--- src/rtl/counter_prog.sv ---
// Programmable timing/event counter: load, clear, up/down, limit,
// wrap/saturate/one-shot modes, prescaler, compare match, terminal pulse.
module counter_prog #(
  parameter int CNT_WIDTH = 8,
  parameter int PSC_WIDTH = 4
) (
  input  logic                 cnt_clk,
  input  logic                 cnt_rst_n,
  input  logic                 cnt_en,
  input  logic                 cnt_clr,
  input  logic                 cnt_load,
  input  logic [CNT_WIDTH-1:0] cnt_load_val,
  input  logic                 cnt_dir,
  input  logic [1:0]           cnt_mode,
  input  logic [CNT_WIDTH-1:0] cnt_limit,
  input  logic [PSC_WIDTH-1:0] cnt_presc,
  input  logic [CNT_WIDTH-1:0] cnt_cmp,
  output logic [CNT_WIDTH-1:0] cnt_o,
  output logic                 cnt_tc,
  output logic                 cnt_match,
  output logic                 cnt_done
);

  localparam int W = CNT_WIDTH;
  localparam int P = PSC_WIDTH;

  logic [P-1:0] psc;
  logic [P-1:0] nxt_psc;
  logic [W-1:0] nxt_cnt;
  logic [W-1:0] step_val;
  logic [W-1:0] term;
  logic [W-1:0] load_clamp;
  logic         nxt_tc;
  logic         nxt_done;
  logic         wrapped;
  logic         step_tc;
  logic         wrap_m;
  logic         one_m;

  assign wrap_m = (cnt_mode == 2'b00) || (cnt_mode == 2'b11);
  assign one_m  = (cnt_mode == 2'b10);
  assign term   = cnt_dir ? cnt_limit : '0;

  assign load_clamp = (cnt_load_val > cnt_limit) ?
                      cnt_limit : cnt_load_val;

  always_comb begin
    step_val = cnt_o;
    wrapped  = 1'b0;
    if (cnt_dir) begin
      if (cnt_o >= cnt_limit) begin
        step_val = wrap_m ? '0 : cnt_limit;
        wrapped  = 1'b1;
      end else begin
        step_val = cnt_o + 1'b1;
      end
    end else begin
      if (cnt_o == '0) begin
        step_val = wrap_m ? cnt_limit : '0;
        wrapped  = 1'b1;
      end else if (cnt_o > cnt_limit) begin
        step_val = cnt_limit;
      end else begin
        step_val = cnt_o - 1'b1;
      end
    end
    // Held-at-terminal steps in saturate/one-shot must not pulse
    step_tc = wrap_m ? wrapped :
              ((step_val == term) && (cnt_o != term));
  end

  always_comb begin
    nxt_cnt  = cnt_o;
    nxt_psc  = psc;
    nxt_tc   = 1'b0;
    nxt_done = cnt_done;
    if (cnt_clr) begin
      nxt_cnt  = '0;
      nxt_psc  = '0;
      nxt_done = 1'b0;
    end else if (cnt_load) begin
      nxt_cnt  = load_clamp;
      nxt_psc  = '0;
      nxt_done = 1'b0;
    end else if (cnt_en && !cnt_done) begin
      if (psc >= cnt_presc) begin
        nxt_psc = '0;
        nxt_cnt = step_val;
        nxt_tc  = step_tc;
        if (one_m && step_tc) nxt_done = 1'b1;
      end else begin
        nxt_psc = psc + 1'b1;
      end
    end
  end

  always_ff @(posedge cnt_clk or negedge cnt_rst_n) begin
    if (!cnt_rst_n) begin
      cnt_o     <= '0;
      psc       <= '0;
      cnt_tc    <= 1'b0;
      cnt_done  <= 1'b0;
      cnt_match <= 1'b0;
    end else begin
      cnt_o     <= nxt_cnt;
      psc       <= nxt_psc;
      cnt_tc    <= nxt_tc;
      cnt_done  <= nxt_done;
      cnt_match <= (nxt_cnt == cnt_cmp);
    end
  end

endmodule
--- config.mk ---
export PLATFORM = sky130hd
export DESIGN_NAME = counter_prog
export DESIGN_NICKNAME = d
export VERILOG_FILES = /design/src/rtl/counter_prog.sv
export SDC_FILE = /design/constraint.sdc
export NUM_CORES = 1
export LEC_CHECK = 0
export BUFFER_PORTS_ARGS = -buffer_cell sky130_fd_sc_hd__buf_2
export CAP_MARGIN = 40
export CORE_ASPECT_RATIO = 1.2
export CORE_MARGIN = 2
export CORE_UTILIZATION = 30
export CTS_BUF_LIST = sky130_fd_sc_hd__clkbuf_16
export DETAILED_ROUTE_END_ITERATION = 8
export PLACE_DENSITY = 0.57
export SETUP_SLACK_MARGIN = 0.1
export SYNTH_ARGS = -nofsm -noshare
export SYNTH_HDL_FRONTEND = slang
export SYNTH_SLANG_ARGS = --single-unit
--- constraint.sdc ---
create_clock -name cnt_clk -period 3.7 [get_ports cnt_clk]
set_input_delay 0.185 -clock cnt_clk [delete_from_list [all_inputs] [get_ports cnt_clk]]
set_output_delay 0.185 -clock cnt_clk [all_outputs]
set_load 0.1 [all_outputs]
==> metrics.txt, run 1 <==
fmax=0.297 GHz; sequential area share after synthesis=0.137; Setup-failing EPs final=0; Min Hold Slack=0.277 ns; Detail Route met3 WL=545 µm; Worst-Skew Late Latency=0.25 ns; Internal Power=0.498 mW; Sw Share=0.454; row count=38; Post-Syn Instances=368; Worst Path Max Fanout=9; Psw=0.414 mW; Post-CTS Resized=0; Metal-1 WL=4.03 mm; sequential cell area=378 µm²; Routed WL=10.1 mm; Post-CTS Setup Inserts=0; portion of total power attributed to sequential cells=0.200; clk sinks=15; largest net degree at the start of global routing=33; Synth cell types=68; CP max stage cell=a211oi_1; static leakage=1.43 nW; Max-Slew Margin vs Limit=0.600; Min Clock Period, post-route=3.36 ns; Worst Skew=0.00314 ns; Area growth, synth to finish=18.2%; Reg2Reg Depth=10; layout filler cell count=934; clock share of power=0.236; Critical Path RT=3.88 ns; status=finished clean; Synth Area per Inst=7.47 µm²; Synth top area share=0.137; DP Worst Slack=0.342 ns; Most used DFF post-synth=dfrtp_1; H-tree depth=1; hold path cells=2; synth warn=0; DRC=0; CP max stage delay=0.48 ns; initial antenna violation count=0; Post-DRT Antenna Nets=0; Area contributors post-synth=dfrtp_1, ha_1, mux2i_1; per-cell routed wire length=19.0 µm; Final Non-Filler Cells=533; final hold vios=0; Layout Nets=475; 1st-iter DRT viols=463; final worst-path cycle share=0.909; area of the multi-input gates=2170 µm²; Ports=47; vias in the first global route=3063; area of the core=8990 µm²; Diodes inserted=0; drt first pass iters=5; HPWL Detailed=8.05 mm; routability cong.=1.09; pwr/cell area=281 nW/µm²; CP startpoint kind=register; ys async rst share=1.00; Synth Register Bits=15; first-pass GRT wire length=16.3 mm; Data arrival, critical path=3.55 ns; setup TNS=0 ns; total die area=9950 µm²; Crit. End Element=register; HP Class=in2reg; combinational group share of total power=0.563; Post-synth EDFFs=0; Worst-Margin Slew=0.601 ns; Synth Net Count=429; max-cap violations=0; All-Layer GR Usage=0.207; clock buffer depth=2; Die Width=91.4 µm; post-layout util=0.361; CTS Buf Count=3; Initial Utilization=0.306; Via-to-Cell Ratio=5.88; # port buffers=46; max-slew violations=0; Placed Instances=528; gr ovfl total=0; VDD IR max=0.178 mV; CTS tree=built; most common cell type on the critical path=a211oi_1; Worst Setup Slack, final=0.335 ns; share of cells above drive strength 1=0.223; unrepaired setup endpoints after global routing=no; routed length on met2=5.05 mm; cell chain of the critical path=ha_1, and3_4, a221oi_4, and3_1, o21ai_2, a221oi_1, a211oi_1, a211oi_1, mux2i_1, and4_1; Yosys top cell by area=dfrtp_1; CTS Root Cell=clkbuf_16; Cell Area, Synth=2750 µm²; Die Y=109 µm; clock transition at the registers of the reported paths=0.05 ns; Setup CP Type=reg2reg; DR top layer=met4; via count=3134; CTS hold repair buffers=1
==> layer usage <==
| metal | GRT usage | vias up |
|---|---|---|
| met5 | 0 | - |
| met4 | 0.0963 | 0 |
| met3 | 0.0249 | 42 |
| met2 | 0.376 | 137 |
| met1 | 0.243 | 1496 |
| li1 | - | 1459 |
==> registers in the layout, indices dropped and copies added, names as in the netlist <==
name and flops:
cnt_match 1, cnt_done 1, cnt_tc 1, psc 4, cnt_o 8
==> placed cells by master, fill, tap and decap left out, types with 3 or more instances in the layout <==
master	n
buf_2	46
nand2_1	31
nor2_1	30
ha_1	25
inv_1	22
a21oi_1	20
o21ai_0	20
buf_4	19
nand3_1	17
xnor2_1	13
dfrtp_1	13
mux2i_1	12
nor3_1	11
a211oi_1	11
nor2b_1	7
xor2_1	7
o211ai_1	5
a22oi_1	5
nand4_1	4
o22ai_1	4
nand3b_1	4
nand2b_1	4
a31oi_1	4
and3_1	4
o21a_1	4
a221oi_1	4
a221oi_2	3
nor4_1	3
clkbuf_16	3
==> area by class of cell <==
cell class	count	area share
multi-input combinational	305	0.668
timing repair buffer	66	0.118
sequential	15	0.116
tap	120	0.0462
inverter	23	0.0266
clock buffer	3	0.0231
clock inverter	1	0.00154
==> logic make-up (layout without fill, tap and decap cells) <==
family	count (synthesis)	after routing	synth area share
adders and majority gates	25	25	0.114
buffers and inverters	48	93	0.0737
xor gates and xnor gates	21	21	0.0719
muxes	14	14	0.0519
AOI/OAI and AO/OA	112	112	0.304
and+or+nand+nor	133	133	0.249
DFF	15	15	0.137
==> critical path, delay by kind of cell (launching register included) <==
kind / cells / cell delay (ns)
simple gates: 3 / 0.66
fa+ha+maj: 1 / 0.36
mux: 1 / 0.24
compound gates: 5 / 1.66
flops: 1 / 0.39
==> through the flow <==
stage	cell area [µm²]	total power [mW]
floorplan	2750	0.546
global placement	3160	0.689
detailed placement	3160	0.689
CTS	3250	0.908
global route	3250	0.966
finish	3250	0.912
==> synthesized netlist by cell type, types with 5 or more instances <==
library cell	n
a211oi_1	11
a21oi_1	20
a22oi_1	5
clkbuf_1	16
dfrtp_1	15
ha_1	25
inv_1	22
mux2i_1	12
nand2_1	31
nand3_1	17
nor2_1	30
nor2b_1	7
nor3_1	11
o211ai_1	5
o21ai_0	20
xnor2_1	13
xor2_1	7
==> path summary, 6_finish.rpt <==
kind                                       from                   end  slack (ns)
max                          cnt_o[7]$_DFF_PN0_   cnt_match$_DFF_PN0_        0.34
min                                     cnt_clr    cnt_o[6]$_DFF_PN0_        0.28
max reg2reg                  cnt_o[7]$_DFF_PN0_   cnt_match$_DFF_PN0_        0.34
min reg2reg                cnt_done$_DFFE_PN0P_  cnt_done$_DFFE_PN0P_        0.56
max in group asynchronous             cnt_rst_n    cnt_o[1]$_DFF_PN0_        3.01
min in group asynchronous             cnt_rst_n    cnt_o[6]$_DFF_PN0_        0.39
==> power by group through the flow <==
stage	Sequential [mW]	Combinational (mW)	Clock, mW
4_1_cts	0.183	0.506	0.219
3_3_place_gp	0.186	0.503	0
5_1_grt	0.184	0.555	0.227
3_5_place_dp	0.186	0.503	0
2_1_floorplan	0.241	0.305	0
6_report	0.183	0.514	0.216
(Power assumes the default switching activity.)
==> inputs of run 2 (changes only) <==
==> constraint.sdc (replaced) <==
create_clock -name cnt_clk -period 3.55 [get_ports cnt_clk]
set_input_delay 0.71 -clock cnt_clk [delete_from_list [all_inputs] [get_ports cnt_clk]]
set_output_delay 0.71 -clock cnt_clk [all_outputs]
set_load 0.1 [all_outputs]
==> run 2 against run 1 <==
  * Die area did not move
  * Hold slack better by 0.10 ns
  * Total power is 12% higher
  * Routed wire length rose by 2.3%
  * Clock-buffer cell count unchanged
  * Non-clock buffer count rose by 34
  * Setup slack got worse by 0.093 ns
  * Highest routed layer unchanged
==> metrics.txt, run 2 (synthesis gave the netlist of run 1 again) <==
1st-iter DRT viols=248 (was 463); final hold vios=0 (unchanged); clk sinks=15 (unchanged); Internal Power=0.570 mW (was 0.498 mW); post-layout util=0.398 (was 0.361); Worst Skew=0.00304 ns (was 0.00314 ns); max-slew violations=0 (unchanged); initial antenna violation count=0 (unchanged); share of cells above drive strength 1=0.306 (was 0.223); routability cong.=0.948 (was 1.09); fmax=0.302 GHz; DP Worst Slack=-0.0579 ns (was 0.342 ns); Max-Slew Margin vs Limit=0.658 (was 0.600); Setup-failing EPs final=0 (unchanged); unrepaired setup endpoints after global routing=no (unchanged); Worst-Skew Late Latency=0.25 ns (about the same); static leakage=1.61 nW (was 1.43 nW); final worst-path cycle share=0.932; setup TNS=0 ns (unchanged); most common cell after layout, fill and taps aside=buf_4 (was buf_2); Top reg by flops=cnt_o (unchanged); portion of total power attributed to sequential cells=0.191 (was 0.200); Area growth, synth to finish=30.1% (was 18.2%); Critical Path RT=3.74 ns (was 3.88 ns); CP startpoint kind=input port (was register); All-Layer GR Usage=0.209 (was 0.207); Min Clock Period, post-route=3.31 ns; Worst-Margin Slew=0.513 ns (was 0.601 ns); CTS Root Cell=clkbuf_16 (unchanged); gr ovfl total=0 (unchanged); Die Y=109 µm (unchanged); Data arrival, critical path=3.49 ns (was 3.55 ns); status=finished clean (unchanged); CTS tree=built (unchanged); reg2reg start=cnt_o[7]$_DFF_PN0_ (unchanged); CTS Buf Count=3 (unchanged); Worst R2R Setup Slack=0.34 ns (about the same); Reg2Reg Depth=11 (was 10); H-tree depth=1 (unchanged); Critical path buffers and inverters=4 (was 0); Via-to-Cell Ratio=5.57 (was 5.88); per-cell routed wire length=18.3 µm (was 19.0 µm); most common cell type on the critical path=buf_4 (was a211oi_1); vias in the first global route=3139 (was 3063); Top delay family on crit path=simple AND/OR/NAND/NOR gates (was compound AO/OA/AOI/OAI gates); worst setup path start=cnt_limit[6] (was cnt_o[7]$_DFF_PN0_); first-pass GRT wire length=16.4 mm (was 16.3 mm); max FFs per register=8 (unchanged); Placed Instances=560 (was 528); Initial Utilization=0.306 (unchanged); Post-DRT Antenna Nets=0 (unchanged); Final Non-Filler Cells=567 (was 533); clock buffer depth=2 (unchanged); cell chain of the critical path=buf_2, inv_1, ha_1, nand4_1, buf_4, a211oi_4, nor3_4, buf_4, a221o_1, and3_1, a2111oi_2, and4b_1, and4_1 (was ha_1, and3_4, a221oi_4, and3_1, o21ai_2, a221oi_1, a211oi_1, a211oi_1, mux2i_1, and4_1); HP Class=in2async (was in2reg); total die area=9950 µm² (unchanged); Regs by FF count=cnt_o: 8 flops, psc: 4 flops (unchanged); DRC=0 (unchanged); via count=3156 (was 3134); combinational group share of total power=0.586 (was 0.563); pwr/cell area=286 nW/µm² (was 281 nW/µm²); Sw Share=0.442 (was 0.454); Worst Setup Slack, final=0.242 ns (was 0.335 ns); HPWL Detailed=8.54 mm (was 8.05 mm); Die Width=91.4 µm (unchanged); Crit. End Element=register (unchanged); CP max stage delay=0.37 ns (was 0.48 ns); area of the core=8990 µm² (unchanged); VDD IR max=0.178 mV (about the same); Min Hold Slack=0.379 ns (was 0.277 ns); most frequent cells in the layout=buf_4, buf_2, nand2_1 (was buf_2, nand2_1, nor2_1); # port buffers=46 (unchanged); Diodes inserted=0 (unchanged); Final Instance Area=3580 µm² (was 3250 µm²); clock transition at the registers of the reported paths=0.05 ns (about the same); Psw=0.452 mW (was 0.414 mW); Setup CP Type=in2reg (was reg2reg); placed cell areas=3420 µm² (was 3160 µm²); r2r endpoint=cnt_match$_DFF_PN0_ (unchanged); drt first pass iters=4 (was 5); Worst Path Max Fanout=5 (was 9); Layout Nets=509 (was 475); CP max stage cell=a221o_1 (was a211oi_1); largest net degree at the start of global routing=30 (was 33); Ports=47 (unchanged); max-cap violations=0 (unchanged); row count=38 (unchanged); clock share of power=0.222 (was 0.236); CTS hold repair buffers=0 (was 1); Routed WL=10.4 mm (was 10.1 mm); layout filler cell count=948 (was 934); post-layout total power=1.02 mW (was 0.912 mW)
-- run 2: timing repair --
action,in CTS,in global routing
resized for setup,0,10
setup endpoints to repair,0,1
buffers inserted,0,3
-- run 2: how the worst max path moves through the flow --
stage	end	slack (ns)	cells past startpoint
2_1_floorplan	cnt_match$_DFF_PN0_	0.12	13
3_3_place_gp	cnt_match$_DFF_PN0_	-0.07	13
3_5_place_dp	cnt_match$_DFF_PN0_	-0.06	14
4_1_cts	cnt_match$_DFF_PN0_	0.18	14
5_1_grt	cnt_match$_DFF_PN0_	0.08	13
6_report	cnt_match$_DFF_PN0_	0.24	13
-- run 2: per-layer routing --
| metal | wire (µm) | GRT usage | share of wire |
|---|---|---|---|
| met1 | 4150 | 0.252 | 0.40 |
| met2 | 5210 | 0.374 | 0.50 |
| met3 | 523 | 0.0228 | 0.050 |
| met4 | 498 | 0.0920 | 0.048 |
| met5 | 0 | 0 | 0 |
-- run 2: power by group through the flow --
| stage | sequential [mW] | clock (mW) | combinational, mW |
|---|---|---|---|
| after global routing | 0.196 | 0.238 | 0.651 |
| after CTS | 0.195 | 0.232 | 0.577 |
| after detailed placement | 0.198 | 0 | 0.574 |
| after global placement | 0.198 | 0 | 0.574 |
| after floorplan | 0.251 | 0 | 0.322 |
| final | 0.196 | 0.227 | 0.599 |
-- run 2: area by class of cell --
class,instances,area [µm²],share of cell area
Clock buffer,3,75.1,0.0210
Sequential cell,15,379,0.106
Multi-Input combinational cell,305,2240,0.627
Timing Repair Buffer,100,639,0.179
Clock inverter,1,5.00,0.00140
Tap cell,120,150,0.0420
Inverter,23,86.3,0.0241
==> inputs of run 3 (changes only) <==
==> constraint.sdc (replaced) <==
create_clock -name cnt_clk -period 3.6 [get_ports cnt_clk]
set_input_delay 0.72 -clock cnt_clk [delete_from_list [all_inputs] [get_ports cnt_clk]]
set_output_delay 0.72 -clock cnt_clk [all_outputs]
set_load 0.1 [all_outputs]
==> run 3 against run 2 <==
  * Sequential power shrank 2%
  * Critical path type unchanged
  * Total power shrank 0.93%
  * Die area is the same
  * Sequential share of layout area is essentially flat
  * Critical path depth grew 2
  * Clock-buffer cell count is the same
  * Combinational power shrank 0.7%
  * Clock skew grew 0.0029 ns
  * Sequential cell count is the same
  * Non-clock buffer count shrank 2
  * Clock power is essentially flat
==> metrics.txt, run 3 (synthesis gave the netlist of run 1 again) <==
most frequent cells in the layout=buf_4, buf_2, nand2_1 (unchanged); Worst-Margin Slew=0.531 ns (was 0.513 ns); drt first pass iters=5 (was 4); per-cell routed wire length=18.9 µm (was 18.3 µm); max FFs per register=8 (unchanged); Diodes inserted=0 (unchanged); Regs by FF count=cnt_o: 8 flops, psc: 4 flops (unchanged); max-cap violations=0 (unchanged); Worst-Skew Late Latency=0.25 ns (about the same); placed cell areas=3370 µm² (was 3420 µm²); layout filler cell count=922 (was 948); Die Width=91.4 µm (unchanged); HPWL Detailed=8.52 mm (was 8.54 mm); final worst-path cycle share=0.952; area of the core=8990 µm² (unchanged); DRC=0 (unchanged); Max-Slew Margin vs Limit=0.646 (was 0.658); Worst Path Max Fanout=5 (unchanged); Layout Nets=507 (was 509); CTS hold repair buffers=0 (unchanged); HP Class=in2async (unchanged); clock transition at the registers of the reported paths=0.06 ns (was 0.05 ns); Die Y=109 µm (unchanged); most common cell after layout, fill and taps aside=buf_4 (unchanged); row count=38 (unchanged); vias in the first global route=3120 (was 3139); Post-DRT Antenna Nets=0 (unchanged); CP startpoint kind=input port (unchanged); Reg2Reg Depth=12 (was 11); Data arrival, critical path=3.61 ns (was 3.49 ns); Via-to-Cell Ratio=5.64 (was 5.57); 1st-iter DRT viols=289 (was 248); Min Clock Period, post-route=3.43 ns; CTS Buf Count=3 (unchanged); Setup CP Type=in2reg (unchanged); largest net degree at the start of global routing=30 (unchanged); Critical path buffers and inverters=4 (unchanged); total die area=9950 µm² (unchanged); H-tree depth=1 (unchanged); final hold vios=0 (unchanged); Worst Setup Slack, final=0.174 ns (was 0.242 ns); Top delay family on crit path=simple AND/OR/NAND/NOR gates (unchanged); # port buffers=46 (unchanged); pwr/cell area=283 nW/µm² (was 286 nW/µm²); DP Worst Slack=-0.0478 ns (was -0.0579 ns); Final Instance Area=3580 µm² (about the same); fmax=0.292 GHz; CP max stage delay=0.41 ns (was 0.37 ns); reg2reg start=cnt_o[2]$_DFF_PN0_ (was cnt_o[7]$_DFF_PN0_); Top reg by flops=cnt_o (unchanged); CTS Root Cell=clkbuf_16 (unchanged); Crit. End Element=register (unchanged); first-pass GRT wire length=16.5 mm (was 16.4 mm); share of cells above drive strength 1=0.308 (was 0.306); Worst Skew=0.00596 ns (was 0.00304 ns); max-slew violations=0 (unchanged); via count=3186 (was 3156); All-Layer GR Usage=0.210 (was 0.209); Critical Path RT=3.79 ns (was 3.74 ns); r2r endpoint=cnt_match$_DFF_PN0_ (unchanged); unrepaired setup endpoints after global routing=no (unchanged); CTS tree=built (unchanged); Setup-failing EPs final=0 (unchanged); CP max stage cell=a221o_1 (unchanged); clk sinks=15 (unchanged); gr ovfl total=0 (unchanged); Routed WL=10.7 mm (was 10.4 mm); routability cong.=0.987 (was 0.948); static leakage=1.59 nW (was 1.61 nW); cell chain of the critical path=buf_2, inv_2, ha_4, buf_6, nand4_1, nor2_4, a211oi_4, buf_4, nor2_2, o32ai_1, a221o_1, and3_1, a2111oi_2, and4b_1, and4_1 (was buf_2, inv_1, ha_1, nand4_1, buf_4, a211oi_4, nor3_4, buf_4, a221o_1, and3_1, a2111oi_2, and4b_1, and4_1); Ports=47 (unchanged); Worst R2R Setup Slack=0.34 ns (about the same); VDD IR max=0.192 mV (was 0.178 mV); Initial Utilization=0.306 (unchanged); clock buffer depth=2 (unchanged); status=finished clean (unchanged); post-layout total power=1.01 mW (was 1.02 mW); initial antenna violation count=0 (unchanged); post-layout util=0.398 (about the same); Area growth, synth to finish=30.2% (was 30.1%)
## run 3: cell count changes in the layout (fill, tap and decap cells not counted), sizes merged
cell	previous run	this run
buf	100	98
## run 3: worst max path at each step
stage | slack (ns) | startpoint | end | cells after the start
6_report | 0.17 | cnt_limit[6] | cnt_match$_DFF_PN0_ | 15
2_1_floorplan | 0.13 | cnt_limit[7] | cnt_match$_DFF_PN0_ | 13
3_3_place_gp | -0.03 | cnt_limit[6] | cnt_match$_DFF_PN0_ | 15
4_1_cts | 0.18 | cnt_limit[6] | cnt_match$_DFF_PN0_ | 14
5_1_grt | 0.05 | cnt_limit[6] | cnt_match$_DFF_PN0_ | 13
3_5_place_dp | -0.05 | cnt_limit[6] | cnt_match$_DFF_PN0_ | 14
## run 3: metal layers
metal / up-vias / global-route usage / wire length [µm]
li1: 1521 / - / -
met3: 30 / 0.0249 / 695
met1: 1480 / 0.252 / 4110
met4: 0 / 0.0942 / 530
met5: - / 0 / 0
met2: 155 / 0.376 / 5340
## run 3: repair_timing
action | in CTS | in global routing
buffers inserted | 0 | 6
setup endpoints to repair | 0 | 1
gates resized for setup | 0 | 13
## run 3: area by class of cell
cell class,count,area [µm²],area share
Sequential cell,15,379,0.106
Clock inverter,1,5.00,0.00140
Multi-Input combinational cell,305,2260,0.631
Timing Repair Buffer,98,624,0.174
Clock buffer,3,75.1,0.0210
Inverter,23,86.3,0.0241
Tap cell,120,150,0.0420
## run 3: per-stage QoR
step,std cells,hold slack (ns),setup TNS [ns]
floorplan,368,0.424,0
global placement,555,0.547,-0.0332
detailed placement,555,0.546,-0.0478
CTS,559,0.399,0
global route,565,0.416,0
finish,565,0.393,0
## run 3: report_power, final
group,total (mW),internal [mW],switching (mW)
clock network,0.226,0.149,0.0772
logic,0.595,0.233,0.362
registers,0.192,0.178,0.0139
